--- config.mk ---
export PLATFORM = sky130hd
export DESIGN_NAME = cnu_msg_gen
export DESIGN_NICKNAME = d
export VERILOG_FILES = /design/src/rtl/ldpc_pkg.sv /design/src/rtl/cnu_edge_out.sv /design/src/rtl/cnu_msg_gen.sv
export SDC_FILE = /design/constraint.sdc
export NUM_CORES = 1
export LEC_CHECK = 0
export BUFFER_PORTS_ARGS = -buffer_cell sky130_fd_sc_hd__buf_2
export CAP_MARGIN = 20
export CORE_AREA = 2 2 105 107
export CTS_CLUSTER_SIZE = 40
export DETAILED_ROUTE_END_ITERATION = 6
export DIE_AREA = 0 0 107 109
export HOLD_SLACK_MARGIN = 0.08
export SYNTH_ARGS = -nofsm -noshare
export SYNTH_HDL_FRONTEND = slang
export SYNTH_SLANG_ARGS = --single-unit
--- constraint.sdc ---
create_clock -name clk -period 5.25 [get_ports clk]
set_input_delay 0.2625 -clock clk [delete_from_list [all_inputs] [get_ports clk]]
set_output_delay 0.2625 -clock clk [all_outputs]
set_load 0.005 [all_outputs]
--- src/rtl/ldpc_pkg.sv ---
// Decoder-wide constants and helpers shared by the check-node and variable-node sides
// of the min-sum LDPC decoder.
package ldpc_pkg;

    localparam int DEC_W      = 6;
    localparam int DEC_WC     = 4;
    localparam int DEC_OFS    = 1;
    localparam int DEC_NROWS  = 8;
    localparam int EDGE_IDX_W = 2;

    // Zero magnitude maps to +0 whatever the sign, so no negative zero escapes.
    function automatic logic [DEC_W-1:0] sm_to_tc(input logic neg, input logic [DEC_W-2:0] mag);
        logic [DEC_W-1:0] ext;
        ext = {1'b0, mag};
        return (neg && (|mag)) ? -ext : ext;
    endfunction

endpackage

--- src/rtl/cnu_edge_out.sv ---
// One check-to-variable edge: offset subtraction floored at zero, then
// sign-magnitude to two's complement.
module cnu_edge_out
    import ldpc_pkg::*;
#(
    parameter int W   = DEC_W,
    parameter int OFS = DEC_OFS
) (
    input  logic [W-2:0] mag,
    input  logic         sg,
    output logic [W-1:0] y
);

    localparam logic [W-2:0] OFS_M = (W-1)'(OFS);

    logic [W-2:0] m;

    always_comb begin
        m = (mag > OFS_M) ? (mag - OFS_M) : '0;
        y = sm_to_tc(sg, m);
    end

endmodule

--- src/rtl/cnu_msg_gen.sv ---
// Check-node output stage: expands (min1, min2, index, signs) into four
// offset-corrected messages through a two-stage valid/ready pipeline with a row tag.
module cnu_msg_gen
    import ldpc_pkg::*;
#(
    parameter int W     = DEC_W,
    parameter int Wc    = DEC_WC,
    parameter int OFS   = DEC_OFS,
    parameter int NROWS = DEC_NROWS,
    parameter int RW    = 3
) (
    input  logic              clk,
    input  logic              rst,
    input  logic              in_valid,
    output logic              in_ready,
    input  logic [W-2:0]      min1,
    input  logic [W-2:0]      min2,
    input  logic [1:0]        q1q0,
    input  logic [Wc-1:0]     sgn,
    output logic              out_valid,
    input  logic              out_ready,
    output logic [Wc*W-1:0]   y,
    output logic [RW-1:0]     out_row,
    output logic              out_last
);

    logic                  s1_valid;
    logic [Wc-1:0][W-2:0]  s1_mag;
    logic [Wc-1:0]         s1_sg;
    logic [Wc*W-1:0]       y_next;
    logic [RW-1:0]         row;
    logic                  s2_adv;

    // Stage 2 frees up when empty or draining, so in_ready follows out_ready combinationally.
    always_comb begin
        s2_adv   = !out_valid || out_ready;
        in_ready = !s1_valid || s2_adv;
    end

    always_ff @(posedge clk) begin
        if (!rst) begin
            s1_valid <= 1'b0;
            s1_mag   <= '0;
            s1_sg    <= '0;
        end else if (in_ready) begin
            s1_valid <= in_valid;
            if (in_valid) begin
                for (int i = 0; i < Wc; i++) begin
                    s1_mag[i] <= (q1q0 == EDGE_IDX_W'(i)) ? min2 : min1;
                end
                s1_sg <= {Wc{^sgn}} ^ sgn;
            end
        end
    end

    for (genvar g = 0; g < Wc; g++) begin : g_edge
        cnu_edge_out #(
            .W   (W),
            .OFS (OFS)
        ) u_edge (
            .mag (s1_mag[g]),
            .sg  (s1_sg[g]),
            .y   (y_next[W*g +: W])
        );
    end

    always_ff @(posedge clk) begin
        if (!rst) begin
            out_valid <= 1'b0;
            y         <= '0;
        end else if (s2_adv) begin
            out_valid <= s1_valid;
            if (s1_valid) begin
                y <= y_next;
            end
        end
    end

    // Row tag advances only on an output handshake, so stalls and bubbles leave it alone.
    always_ff @(posedge clk) begin
        if (!rst) begin
            row <= '0;
        end else if (out_valid && out_ready) begin
            row <= (row == RW'(NROWS-1)) ? '0 : row + 1'b1;
        end
    end

    always_comb begin
        out_row  = row;
        out_last = out_valid && (row == RW'(NROWS-1));
    end

endmodule

==> flow_summary_export.csv <==
group,metric,value,unit
routing,viasPerCell,5.023,
final_layout,n_antenna_cell,0,
final_layout,fillers,1101,
final_layout,stdcell_count,557,
floorplanning,die_w,107,µm
floorplanning,io-pin-count,50,
critical_path,reg2reg_slack,2460,ps
synthesis,postSynth.asyncResetShare,0,%
sta,holdWs,178.6,ps
routing,drt-wirelength-per-cell,13.55,µm
floorplanning,coreArea,10600,µm²
clock_network,ctsHoldBuffers,0,
final_layout,drive_above_1_share,15.35,%
pwr,leakage,1.490,nW
synthesis,yosysMostFrequentCell,"dfxtp_1",
critical_path,cp_common_cell,"ha_1",
synthesis,synth_top_cell_by_area,"dfxtp_1",
clock_network,cts.path.max_buffers,2,
critical_path,cpPeakStageDelay,510,ps
critical_path,ff2ff_path_depth,13,
critical_path,cp_max_fo,9,
synthesis,yosysUniqueCellTypes,47,
final_layout,final_nets,457,
global_route,grt_pass1_wl,12.50,mm
final_layout,post-route-util,33.59,%
routing,drc,0,
synthesis,synth_nets,420,
placement,dp_hpwl,5.534,mm
global_route,grt_max_degree,45,
sta,finalCritPeriodShare,53.07,%
final_layout,syn_to_final_growth,14.53,%
worst_hold_path,hold_end,"s1_valid",
critical_path,crit_buf_inv,1,
sta,slew_viol_final,0,
synthesis,ys_seq_elements,53,
clock_network,cts_resized,0,
sta,setup-violations-final,0,
global_route,overflow,0,
clock_network,clock_latency,310,ps
synthesis,synth_edf_count,0,
final_layout,regArea,1061,µm²
critical_path,r2r_start,"s1_mag[17]",
placement,gp_congestion,0.8324,
routing,drt_pass1_iterations,4,
placement,io_buffers,49,
sta,rsz0062_at_grt,"no",
clock_network,cts_inserted_buffers,5,
sta,timing.fmax,358.9,MHz
sta,slew_headroom,39.31,%
synthesis,ys.flop_type,"dfxtp_1",
worst_hold_path,hp-class,"in -> reg",
pwr,power_density,269.6,nW/µm²
critical_path,arrival,3000,ps
status,outcome,"completed",
global_route,grtUsageTotal,13.40,%
floorplanning,initial_core_util,29.32,%
synthesis,synth_common_cells,"53 x dfxtp_1, 37 x a21oi_1, 35 x nor2_1",
global_route,antenna_found_initial,0,
placement,placed_cells,549,
final_layout,multi_input_area,1913,µm²
critical_path,criticalPathCategory,"reg -> reg",
clock_network,post-cts-setup-buffers,0,
sta,hold_viol,0,
synthesis,synthTopCellsByArea,"dfxtp_1 34%, ha_1 8.0%, a21oi_1 6.0%",
critical_path,regToRegEndpoint,"y[21]",
synthesis,syn_avg_cell_area,8.182,µm²
sta,postLayoutSetupSlackWorst,2464,ps
routing,wirelength,7.546,mm
final_layout,final_cell_area,3561,µm²
placement,place_area,3451,µm²
routing,drtAntennaViolNets,0,
critical_path,critPathSlowestCell,"o21ai_1",
synthesis,yosysWarnings,0,
routing,drtIter0Drc,108,
critical_path,startpoint_type,"register",
global_route,grt_pass1_vias,2650,
clock_network,path_clk_slew,100,ps
synthesis,synth_top_area_share,34.12,%
synthesis,syn_area,3109,µm²
worst_hold_path,worstHoldStart,"in_valid",
worst_hold_path,holdPathStages,3,
clock_network,clock-sinks,53,
floorplanning,rows,38,
sta,tightest_slew,910.3,ps
critical_path,end_kind,"register",
synthesis,ys_seq_area_share,34.12,%
sta,fin_crit,2786,ps
clock_network,cts_tree,"done",
clock_network,ctsHtreeMaxLevel,2,
pwr,p_total,960.2,µW
synthesis,syn_inst,380,
critical_path,required,5460,ps
floorplanning,dieArea,11660,µm²
flow_run,drv_cap,0,
sta,tns,0,ps
critical_path,cp_top_family,"compound AO/OA/AOI/OAI gates",
routing,vias,2798,
floorplanning,die_h,109,µm
sta,finalClockSkew,11.58,ps
clock_network,clockRootBuffer,"clkbuf_8",
placement,dp_slack,2482,ps
critical_path,crit_chain,"inv_1 > ha_1 > a21boi_1 > o21ai_1 > nand2b_1 > ha_1 > nand2_1 > a21oi_1 > ha_1 > nor2b_1 > o21a_1 > a2111o_1 > nand3_1",
pwr,vdd_drop_max,0.0001058,V
==> layer usage <==
layer  wire, µm  GRT usage (%)  part of all wire, %  vias up
met5          0              0                    0        -
met4        142          4.545                  1.9        0
met3        337          3.048                  4.5       14
met2       3174          20.47                   42       58
met1       3892          18.61                   52     1280
li1           -              -                    -     1446
==> worst min-delay path, stage by stage <==
cell	delay [ps]
buf_2	90
a21oi_1	40
nor2_1	70
==> cells by family after synthesis <==
| family | count (synthesis) | synth area share, % |
|---|---|---|
| AOI/OAI and AO/OA | 106 | 22.21 |
| DFF | 53 | 34.12 |
| xor gates and xnor gates | 15 | 4.225 |
| muxes | 17 | 5.513 |
| and+or+nand+nor | 136 | 21.53 |
| buffers and inverters | 33 | 4.346 |
| adders and majority gates | 20 | 8.048 |
==> worst max-delay path by stage <==
stage | cells past startpoint | to | slack (ps) | start
3_5_place_dp | 13 | y[21] | 2480 | s1_mag[17]
5_1_grt | 13 | y[21] | 2160 | s1_mag[17]
6_report | 13 | y[21] | 2460 | s1_mag[17]
4_1_cts | 13 | y[21] | 2460 | s1_mag[17]
3_3_place_gp | 13 | y[21] | 2630 | s1_mag[17]
2_1_floorplan | 10 | y[15] | 2810 | s1_mag[10]
==> layout make-up <==
type,count,area share [%]
Multi-Input combinational cell,294,53.72
Sequential cell,53,29.80
Timing Repair Buffer,52,7.871
Tap cell,140,4.919
Clock buffer,6,2.319
Inverter,11,1.160
Clock inverter,1,0.2108
==> registers in the layout, indices dropped and copies added, names as in the netlist <==
register and count:
s1_mag 20, out_row 3, s1_valid 1, y 24, out_valid 1, s1_sg 4
==> cells in the final DEF (no fill, tap or decap), drive strengths merged, types with 2 or more instances in the layout <==
cell,count
a32oi,2
nor3b,3
o21ai,22
xnor2,12
a21boi,4
nand2b,8
mux2i,16
nand2,31
nor2b,9
and2,4
nor2,35
and3b,3
a2111o,3
dfxtp,53
nand3,25
o22ai,2
buf,52
a21oi,37
xor2,3
o21bai,3
inv,11
a211oi,12
or3b,2
nor3,5
nand4,3
a311oi,10
ha,20
clkbuf,6
o31a,3
nor4,4
o211ai,4
==> report_power, final <==
group	internal (mW)	switching [mW]
clock	0.105	0.134
combinational	0.112	0.149
sequential	0.432	0.0283
total	0.648	0.312
Power figures use the tool's default switching activity.
